[src/rtl/lru_victim_ctrl_pkg.sv]
// Shared definitions for the 4-way replacement controller: associativity, FSM encoding
// and the one-hot check used on tracker-supplied way vectors.
package lru_victim_ctrl_pkg;

  localparam int WAYS = 4;

  typedef enum logic [2:0] {
    ST_IDLE   = 3'd0,
    ST_SELECT = 3'd1,
    ST_WB     = 3'd2,
    ST_FILL   = 3'd3,
    ST_DONE   = 3'd4
  } state_e;

  // True when exactly one bit of a way vector is set.
  function automatic logic is_onehot4(input logic [WAYS-1:0] v);
    return (v != 4'd0) && ((v & (v - 4'd1)) == 4'd0);
  endfunction

endpackage

[src/rtl/lru_victim_ctrl_if.sv]
// Lookup, tracker and memory-side handshake bundle of the replacement controller.
interface lru_victim_ctrl_if;
  import lru_victim_ctrl_pkg::*;

  logic            miss_req;
  logic            hit;
  logic [WAYS-1:0] hit_way;
  logic [WAYS-1:0] lru_way;
  logic [WAYS-1:0] way_valid;
  logic [WAYS-1:0] way_dirty;
  logic [WAYS-1:0] touch;
  logic            touch_en;
  logic            wb_req;
  logic [WAYS-1:0] wb_way;
  logic            wb_ack;
  logic            fill_req;
  logic [WAYS-1:0] fill_way;
  logic            fill_ack;
  logic            miss_done;
  logic            busy;
  logic            err;

  modport master (
    output miss_req, hit, hit_way, lru_way, way_valid, way_dirty, wb_ack, fill_ack,
    input  touch, touch_en, wb_req, wb_way, fill_req, fill_way, miss_done, busy, err
  );

  modport slave (
    input  miss_req, hit, hit_way, lru_way, way_valid, way_dirty, wb_ack, fill_ack,
    output touch, touch_en, wb_req, wb_way, fill_req, fill_way, miss_done, busy, err
  );

endinterface

[src/rtl/lru_victim_ctrl_way_prienc4.sv]
// Lowest-set-bit priority encoder over four ways, producing a one-hot grant and an any-set flag.
module way_prienc4
  import lru_victim_ctrl_pkg::*;
(
  input  logic [WAYS-1:0] req,
  output logic [WAYS-1:0] onehot,
  output logic            any
);

  // Two's-complement trick isolates the lowest set bit.
  assign onehot = req & (~req + 4'd1);
  assign any    = |req;

endmodule

[src/rtl/lru_victim_ctrl.sv]
// Miss-side allocation controller: picks a victim way, sequences writeback and fill,
// and issues tracker touches for hits and completed fills.
module lru_victim_ctrl
  import lru_victim_ctrl_pkg::*;
(
  input logic             clk,
  input logic             rst,
  lru_victim_ctrl_if.slave bus
);

  state_e          state_r, state_nxt_s;
  logic [WAYS-1:0] victim_r, victim_nxt_s;
  logic [WAYS-1:0] free_way_s, sel_victim_s;
  logic            free_any_s, bad_lru_s, sel_dirty_s;
  logic [WAYS-1:0] touch_r, touch_nxt_s, wb_way_r, wb_way_nxt_s, fill_way_r, fill_way_nxt_s;
  logic            touch_en_r, touch_en_nxt_s, wb_req_r, wb_req_nxt_s;
  logic            fill_req_r, fill_req_nxt_s, miss_done_r, miss_done_nxt_s;
  logic            busy_r, err_r, err_nxt_s;

  way_prienc4 u_free_enc (
    .req    (~bus.way_valid),
    .onehot (free_way_s),
    .any    (free_any_s)
  );

  // Victim choice: first invalid way, else the tracker's LRU way, else a safe fallback.
  always_comb begin
    sel_victim_s = 4'b0001;
    bad_lru_s    = 1'b0;
    if (free_any_s) begin
      sel_victim_s = free_way_s;
    end else if (is_onehot4(bus.lru_way)) begin
      sel_victim_s = bus.lru_way;
    end else begin
      sel_victim_s = 4'b0001;
      bad_lru_s    = 1'b1;
    end
  end

  assign sel_dirty_s = |(sel_victim_s & bus.way_valid & bus.way_dirty);

  // Next state and next registered outputs.
  always_comb begin
    state_nxt_s     = state_r;
    victim_nxt_s    = victim_r;
    touch_nxt_s     = 4'd0;
    touch_en_nxt_s  = 1'b0;
    wb_req_nxt_s    = 1'b0;
    wb_way_nxt_s    = 4'd0;
    fill_req_nxt_s  = 1'b0;
    fill_way_nxt_s  = 4'd0;
    miss_done_nxt_s = 1'b0;
    err_nxt_s       = err_r;
    case (state_r)
      ST_IDLE: begin
        if (bus.miss_req) begin
          state_nxt_s = ST_SELECT;
          if (bus.hit) begin
            err_nxt_s = 1'b1;
          end else begin
            err_nxt_s = err_r;
          end
        end else if (bus.hit && is_onehot4(bus.hit_way)) begin
          touch_nxt_s    = bus.hit_way;
          touch_en_nxt_s = 1'b1;
        end else begin
          state_nxt_s = ST_IDLE;
        end
      end
      ST_SELECT: begin
        victim_nxt_s = sel_victim_s;
        if (bad_lru_s) begin
          err_nxt_s = 1'b1;
        end else begin
          err_nxt_s = err_r;
        end
        if (sel_dirty_s) begin
          state_nxt_s  = ST_WB;
          wb_req_nxt_s = 1'b1;
          wb_way_nxt_s = sel_victim_s;
        end else begin
          state_nxt_s    = ST_FILL;
          fill_req_nxt_s = 1'b1;
          fill_way_nxt_s = sel_victim_s;
        end
      end
      ST_WB: begin
        if (bus.wb_ack) begin
          state_nxt_s    = ST_FILL;
          fill_req_nxt_s = 1'b1;
          fill_way_nxt_s = victim_r;
        end else begin
          wb_req_nxt_s = 1'b1;
          wb_way_nxt_s = victim_r;
        end
      end
      ST_FILL: begin
        if (bus.fill_ack) begin
          state_nxt_s     = ST_DONE;
          touch_nxt_s     = victim_r;
          touch_en_nxt_s  = 1'b1;
          miss_done_nxt_s = 1'b1;
        end else begin
          fill_req_nxt_s = 1'b1;
          fill_way_nxt_s = victim_r;
        end
      end
      ST_DONE: begin
        state_nxt_s = ST_IDLE;
      end
      default: begin
        state_nxt_s = ST_IDLE;
      end
    endcase
  end

  // State, victim and output registers; reset abandons any transfer in flight.
  always_ff @(posedge clk or negedge rst) begin
    if (!rst) begin
      state_r     <= ST_IDLE;
      victim_r    <= 4'd0;
      touch_r     <= 4'd0;
      touch_en_r  <= 1'b0;
      wb_req_r    <= 1'b0;
      wb_way_r    <= 4'd0;
      fill_req_r  <= 1'b0;
      fill_way_r  <= 4'd0;
      miss_done_r <= 1'b0;
      busy_r      <= 1'b0;
      err_r       <= 1'b0;
    end else begin
      state_r     <= state_nxt_s;
      victim_r    <= victim_nxt_s;
      touch_r     <= touch_nxt_s;
      touch_en_r  <= touch_en_nxt_s;
      wb_req_r    <= wb_req_nxt_s;
      wb_way_r    <= wb_way_nxt_s;
      fill_req_r  <= fill_req_nxt_s;
      fill_way_r  <= fill_way_nxt_s;
      miss_done_r <= miss_done_nxt_s;
      busy_r      <= (state_nxt_s != ST_IDLE);
      err_r       <= err_nxt_s;
    end
  end

  assign bus.touch     = touch_r;
  assign bus.touch_en  = touch_en_r;
  assign bus.wb_req    = wb_req_r;
  assign bus.wb_way    = wb_way_r;
  assign bus.fill_req  = fill_req_r;
  assign bus.fill_way  = fill_way_r;
  assign bus.miss_done = miss_done_r;
  assign bus.busy      = busy_r;
  assign bus.err       = err_r;

endmodule

[src/flat_wrapper.sv]
// flat-port wrapper written by rule: the top's interface ports become plain ports
module lru_victim_ctrl_flat import lru_victim_ctrl_pkg::*;
  (clk, rst, bus_miss_req, bus_hit, bus_hit_way, bus_lru_way, bus_way_valid, bus_way_dirty, bus_wb_ack, bus_fill_ack, bus_touch, bus_touch_en, bus_wb_req, bus_wb_way, bus_fill_req, bus_fill_way, bus_miss_done, bus_busy, bus_err);
  lru_victim_ctrl_if bus_i ();
  input logic clk;
  input logic rst;
  input wire logic [$bits(bus_i.miss_req)-1:0] bus_miss_req;
  input wire logic [$bits(bus_i.hit)-1:0] bus_hit;
  input wire logic [$bits(bus_i.hit_way)-1:0] bus_hit_way;
  input wire logic [$bits(bus_i.lru_way)-1:0] bus_lru_way;
  input wire logic [$bits(bus_i.way_valid)-1:0] bus_way_valid;
  input wire logic [$bits(bus_i.way_dirty)-1:0] bus_way_dirty;
  input wire logic [$bits(bus_i.wb_ack)-1:0] bus_wb_ack;
  input wire logic [$bits(bus_i.fill_ack)-1:0] bus_fill_ack;
  output wire logic [$bits(bus_i.touch)-1:0] bus_touch;
  output wire logic [$bits(bus_i.touch_en)-1:0] bus_touch_en;
  output wire logic [$bits(bus_i.wb_req)-1:0] bus_wb_req;
  output wire logic [$bits(bus_i.wb_way)-1:0] bus_wb_way;
  output wire logic [$bits(bus_i.fill_req)-1:0] bus_fill_req;
  output wire logic [$bits(bus_i.fill_way)-1:0] bus_fill_way;
  output wire logic [$bits(bus_i.miss_done)-1:0] bus_miss_done;
  output wire logic [$bits(bus_i.busy)-1:0] bus_busy;
  output wire logic [$bits(bus_i.err)-1:0] bus_err;
  assign bus_i.miss_req = bus_miss_req;
  assign bus_i.hit = bus_hit;
  assign bus_i.hit_way = bus_hit_way;
  assign bus_i.lru_way = bus_lru_way;
  assign bus_i.way_valid = bus_way_valid;
  assign bus_i.way_dirty = bus_way_dirty;
  assign bus_i.wb_ack = bus_wb_ack;
  assign bus_i.fill_ack = bus_fill_ack;
  assign bus_touch = bus_i.touch;
  assign bus_touch_en = bus_i.touch_en;
  assign bus_wb_req = bus_i.wb_req;
  assign bus_wb_way = bus_i.wb_way;
  assign bus_fill_req = bus_i.fill_req;
  assign bus_fill_way = bus_i.fill_way;
  assign bus_miss_done = bus_i.miss_done;
  assign bus_busy = bus_i.busy;
  assign bus_err = bus_i.err;
  lru_victim_ctrl u_core (.clk(clk), .rst(rst), .bus(bus_i));
endmodule
[config.mk]
export PLATFORM = sky130hd
export DESIGN_NAME = lru_victim_ctrl_flat
export DESIGN_NICKNAME = d
export VERILOG_FILES = /design/src/rtl/lru_victim_ctrl_pkg.sv /design/src/rtl/lru_victim_ctrl_if.sv /design/src/rtl/lru_victim_ctrl_way_prienc4.sv /design/src/rtl/lru_victim_ctrl.sv /design/src/flat_wrapper.sv
export SDC_FILE = /design/constraint.sdc
export NUM_CORES = 1
export LEC_CHECK = 0
export CORE_ASPECT_RATIO = 0.7
export CORE_MARGIN = 5
export CORE_UTILIZATION = 48
export DETAILED_ROUTE_END_ITERATION = 8
export PLACE_DENSITY = 0.83
export SYNTH_ARGS = -nofsm -noshare
export SYNTH_HDL_FRONTEND = slang
export SYNTH_HIERARCHICAL = 1
export SYNTH_SLANG_ARGS = --single-unit
[constraint.sdc]
create_clock -name clk -period 4 [get_ports clk]
set_input_delay 1.2 -clock clk [delete_from_list [all_inputs] [get_ports clk]]
set_output_delay 1.2 -clock clk [all_outputs]
set_load 0.02 [all_outputs]
# After elaboration in Yosys (flattened, before gate mapping)
# Index checks and enable logic that the tools add are counted.
[word_totals]
register_bits = 25
word_cells = 77
[op_classes]
muxes = 37
bitwise = 7
n_addsub = 3
eq_ne = 6
n_reduce_logical = 13
[ops]
columns = ["operator", "count"]
rows = [
  ["$mux 4", 10],
  ["$and 4x4->4", 5],
  ["$pmux 4 s2", 2],
  ["$mux 1", 15],
  ["$mux 3", 4],
  ["$pmux 3 s4", 1],
  ["$pmux 4 s3", 1],
  ["$logic_not 4->1", 2],
  ["$not 4->4", 2],
  ["$reduce_bool 4->1", 2],
  ["$reduce_or 4->1", 2],
  ["$sub 4x1->4 const B", 2],
  ["$eq 3x2->1 const B", 2],
  ["$pmux 1 s2", 3],
  ["$add 4x1->4 const B", 1],
  ["$ne 2x2->1 const B", 2],
  ["$reduce_and 4->1", 1],
  ["$eq 3x1->1 const B", 1],
  ["$logic_and 1x1->1", 3],
  ["$logic_not 3->1", 1],
  ["$pmux 1 s3", 1],
  ["$reduce_bool 3->1", 1],
  ["$ne 2x1->1 const B", 1],
  ["$reduce_bool 2->1", 1],
]

# Depth between registers and ports, before layout
[logic_depth]
depth_word = 12
mapped_depth = 8

# Modules after synthesis
# Netlist, hierarchy kept.
[by_module_without_submodules]
columns = ["mod", "cells_each", "area_per_inst_um2", "instances", "seq_area_each_um2"]
rows = [
  ["lru_victim_ctrl", 116, 1156.1, 1, 625.6],
  ["way_prienc4", 5, 40.0, 1, 0.0],
]

# Worst setup path after synthesis
# Ideal clock, no wire load.
[synth_path]
path_type = "input-to-reg"
start = "in bus_way_valid[0]"
end = "reg u_core.wb_way_r[3] (netlist: u_core/bus.wb_way[3])"
t_required_ns = 3.913
arrival_time_ns = 2.970
n_path_buf = 1
path_stages = 8
slack_ns = 0.943
setup_time_ns = 0.087
cell_sequence = "inv_1 > or4_1 > buf_2 > nor3_1 > a32oi_1 > o221a_4 > or3_1 > o211ai_1"
[synth_rtl]
columns = ["element", "line", "source"]
rows = [
  ["start, declared", "flat_wrapper.sv:11", "input wire logic [$bits(bus_i.way_valid)-1:0] bus_way_valid;"],
  ["$not 4->4 (*)", "lru_victim_ctrl.sv:21", ".req (~bus.way_valid),"],
  ["$reduce_or 4->1 (*)", "lru_victim_ctrl_way_prienc4.sv:12", "assign any = |req;"],
  ["via u_core.free_any_s", "lru_victim_ctrl.sv:14", "logic free_any_s, bad_lru_s, sel_dirty_s;"],
  ["$mux 4 (*)", "lru_victim_ctrl.sv:30", "if (free_any_s) begin"],
  ["$and 4x4->4 (2 in a row)", "lru_victim_ctrl.sv:40", "assign sel_dirty_s = |(sel_victim_s & bus.way_valid & bus.way_dirty);"],
  ["$reduce_or 4->1", "lru_victim_ctrl.sv:40", ""],
  ["$mux 4 (*)", "lru_victim_ctrl.sv:77", "if (sel_dirty_s) begin"],
  ["$pmux 4 s2 (*)", "lru_victim_ctrl.sv:54", "case (state_r)"],
  ["via u_core.wb_way_nxt_s[3]", "lru_victim_ctrl.sv:15", "logic [WAYS-1:0] touch_r, touch_nxt_s, wb_way_r, wb_way_nxt_s, fill_way_r, fill_way_nxt_s;"],
  ["end signal, assigned", "lru_victim_ctrl.sv:137", "wb_way_r <= wb_way_nxt_s;"],
  ["end, declared", "lru_victim_ctrl.sv:15", ""],
]
# The timed path passes the listed nets; every way through them passes the cells marked *.
# A chain may end at the register's enable or synchronous reset.

# Worst setup path after layout
[layout_path]
start = "in bus_way_valid[1]"
end = "reg u_core.fill_way_r[1] (netlist: u_core/bus.fill_way[1])"
[layout_rtl]
columns = ["element", "line", "source"]
rows = [
  ["$not 4->4 (*)", "lru_victim_ctrl.sv:21", ""],
  ["$reduce_or 4->1 (*)", "lru_victim_ctrl_way_prienc4.sv:12", ""],
  ["via u_core.free_any_s", "lru_victim_ctrl.sv:14", ""],
  ["$mux 4 (*)", "lru_victim_ctrl.sv:30", ""],
  ["$and 4x4->4 (2 in a row)", "lru_victim_ctrl.sv:40", ""],
  ["$reduce_or 4->1", "lru_victim_ctrl.sv:40", ""],
  ["$mux 4 (*)", "lru_victim_ctrl.sv:77", ""],
  ["$pmux 4 s3 (*)", "lru_victim_ctrl.sv:54", ""],
  ["via u_core.fill_way_nxt_s[1]", "lru_victim_ctrl.sv:15", ""],
  ["end signal, assigned", "lru_victim_ctrl.sv:139", "fill_way_r <= fill_way_nxt_s;"],
  ["end, declared", "lru_victim_ctrl.sv:15", ""],
]
# Marks and branches as above.

==> flow_metrics.py <==
metrics = {
    "status": {
        "status": "finished, final reports clean",
    },
    "clocking": {
        "cts_resized": 0,
        "cts.clk_slew.worst_paths_ns": 0.13,
        "cts-root-buf": "clkbuf_4",
        "clock_sinks": 25,
        "cts_hold_buffers": 0,
        "cts_buffers": 3,
        "cts_buffer_depth": 2,
        "cts_tree": "yes",
        "clk_latency_ns": 0.31,
        "postCtsSetupBuffers": 0,
        "h-tree-depth": 1,
    },
    "place": {
        "dp_hpwl_um": 2110,
        "port_buffers": 39,
        "place.gp.congestion": 0.886,
    },
    "global_routing": {
        "grt_pass1_wl_um": 4690,
        "grt_pass1_vias": 1054,
        "grt_use_total_pct": 16.3,
        "grt-ovfl-total": 0,
        "antenna_found_initial": 0,
        "grt_max_degree": 26,
    },
    "drt": {
        "avgRoutedWirePerCell_um": 14.0,
        "drtPass1Iterations": 4,
        "dr_total_vias": 1048,
        "drt_iter0_markers": 60,
        "ant_nets": 0,
        "drc": 0,
        "vias_per_cell": 5.40,
        "routed_wl_um": 2720,
    },
    "yosys": {
        "synth_area_um2": 1200,
        "ys_ff_latch": 25,
        "postSynthAreaPerCell_um2": 9.89,
        "yosysWarningCount": 6,
        "synth_edf_count": 0,
        "syn_inst": 121,
        "synth_nets": 143,
        "ys_async_sr_fraction_pct": 100,
        "synthFlopType": "dfrtp_1",
        "seq_area_frac_synth_pct": 52.3,
        "ys_types": 35,
    },
    "sta": {
        "slew_headroom_pct": 28.8,
        "hold_viol": 0,
        "tightest_slew_ns": 1.06,
        "setup_viol": 0,
        "fin_crit_sh_pct": 86.5,
        "tns_ns": 0,
        "skew_ns": 0.00414,
        "rsz0062_at_grt": "false",
        "period_minus_slack_ns": 3.46,
        "slew_violations": 0,
        "fmax_mhz": 289,
    },
    "setup_path": {
        "end_kind": "register",
        "crit_path_start": "bus_way_valid[1]",
        "r2r_end": "u_core/bus.wb_way[2]$_DFF_PN0_",
        "rr_worst_depth": 3,
        "crit_type": "in2reg",
        "rrSetupSlack_ns": 2.17,
        "cp_max_fo": 10,
        "r2r_start": "u_core/state_r[0]$_DFF_PN0_",
        "worst_ep_arrival_time_ns": 3.63,
        "critPathRequiredTime_ns": 4.18,
        "crit_path_start_kind": "input pin",
    },
    "hold_path": {
        "worstHoldPathType": "reg2reg",
        "hold_depth": 2,
        "hp-start": "u_core/bus.err$_DFFE_PN0P_",
        "whs_endpoint": "u_core/bus.err$_DFFE_PN0P_",
    },
    "floorplanning": {
        "dieArea_um2": 3610,
        "core_um2": 2420,
        "initial_utilization_pct": 49.4,
        "die_y_um": 51.8,
        "num_io_pins": 40,
        "fp.dieW_um": 69.7,
        "row_count": 15,
    },
    "pwr": {
        "p_switching_mw": 0.319,
        "total_power_mw": 0.850,
        "peakVddDrop_mv": 0.231,
        "p_comb_share_pct": 41.3,
        "p_int_mw": 0.532,
        "p_per_area_nw_per_um2": 519,
        "power_frac_seq_pct": 45.5,
        "swShare_pct": 37.5,
        "clockPowerShare_pct": 13.2,
        "p_leak_nw": 0.700,
    },
    "layout": {
        "drive_gt1_share_pct": 6.25,
        "areaGrowthSynthToFinish_pct": 37.0,
        "final_nets": 183,
        "fill_cells": 187,
        "antenna_cells": 0,
    },
    "flow_run": {
        "maxCapViolCount": 0,
    },
}
[layout make-up]
cell class | instances | area, um2 | share of cell area, %
flip-flops and latches | 25 | 626 | 38.2
multi-input cells | 85 | 524 | 32.0
repair buffers | 39 | 390 | 23.8
well taps | 34 | 42.5 | 2.60
inverters | 7 | 26.3 | 1.60
clock buffers | 3 | 22.5 | 1.37
clock inverters | 1 | 7.51 | 0.458
[cells in the mapped netlist (all sizes together) (2+ instances only)]
library cell  number  area (um2)
nand2b             2        12.5
inv                7        26.3
dfrtp             25         626
xor2               2        17.5
a22o               5        43.8
or3                2        12.5
nor3               5        25.0
nor3b              2        15.0
nor4b              2        17.5
a31oi              2        12.5
nand2             18        67.6
a21o               2        15.0
o31a               2        18.8
a21oi              2        10.0
o21ai             14        70.1
nor2               8        30.0
buf                2        12.5
o211ai             2        15.0
a32oi              2        17.5
clkbuf             2        7.51
[through the flow]
step	hold slack (ns)	utilization, %	std cells	area (um2)	setup WS, ns
global placement	0.490	66.5	190	1610	0.323
finish	0.494	67.7	194	1640	0.541
CTS	0.499	67.7	194	1640	0.564
detailed placement	0.462	66.5	190	1610	0.235
global route	0.536	67.7	194	1640	0.360
floorplan	0.470	-	121	1200	0.943
[cell families after synthesis]
kind of cell | count (synthesis) | share of synthesized area [%]
AND/OR/NAND/NOR | 46 | 20.2
buffers and inverters | 11 | 3.87
AO/OA/AOI/OAI | 37 | 22.2
XOR/XNOR | 2 | 1.46
flip-flops | 25 | 52.3
[cells in the final DEF (no fill, tap or decap), types with 2 or more instances in the layout]
master,Yosys,final
inv_1,7,7
or3_1,2,2
a31oi_1,2,2
a32oi_1,2,2
nor3b_1,2,2
nand2_1,18,18
xor2_1,2,2
clkdlybuf4s50_1,0,39
o211ai_1,2,2
a22o_1,5,5
nor2_1,8,8
clkbuf_4,0,3
dfrtp_1,25,25
a21oi_1,2,2
nor4b_1,2,2
nand2b_1,2,2
a21o_1,2,2
nor3_1,5,5
o21ai_0,14,14
[sequential cells by signal (all words and copies together) (netlist names)]
name / flops
u_core/bus.fill_way: 4
u_core/bus.wb_req: 1
u_core/state_r: 3
u_core/bus.fill_req: 1
u_core/bus.touch_en: 1
u_core/bus.touch: 4
u_core/bus.wb_way: 4
u_core/bus.err: 1
u_core/bus.busy: 1
u_core/bus.miss_done: 1
u_core/victim_r: 4
[worst max-delay path by stage]
stage	end	slack [ns]	cells after the start
after detailed placement	u_core/bus.wb_way[3]$_DFF_PN0_	0.24	8
after global placement	u_core/bus.wb_way[3]$_DFF_PN0_	0.32	8
after global routing	u_core/bus.fill_way[1]$_DFF_PN0_	0.36	8
after CTS	u_core/bus.fill_way[1]$_DFF_PN0_	0.56	8
after floorplan	u_core/bus.wb_way[3]$_DFF_PN0_	0.94	8
final	u_core/bus.fill_way[1]$_DFF_PN0_	0.54	8
[worst max-delay path: stages]
cell,delay (ns)
clkdlybuf4s50_1,0.50
inv_1,0.09
or4_1,0.68
nor3_1,0.26
a32oi_1,0.22
o221a_4,0.33
o211ai_1,0.17
o21ai_0,0.17
[power groups by stage]
| stage | Combinational [mW] | Clock, mW | Sequential, mW |
|---|---|---|---|
| 3_5_place_dp | 0.351 | 0 | 0.391 |
| 5_1_grt | 0.382 | 0.128 | 0.397 |
| 3_3_place_gp | 0.349 | 0 | 0.388 |
| 4_1_cts | 0.353 | 0.115 | 0.385 |
| 2_1_floorplan | 0.147 | 0 | 0.434 |
| 6_report | 0.351 | 0.112 | 0.386 |
[metal layers]
| layer | GRT usage [%] | up-vias | share of wire [%] |
|---|---|---|---|
| met2 | 27.7 | 38 | 46 |
| met4 | 5.73 | 0 | 0.88 |
| met5 | 0 | - | 0 |
| met1 | 20.2 | 492 | 46 |
| met3 | 4.44 | 2 | 7.4 |
| li1 | - | 516 | - |
(Power assumes the default switching activity.)
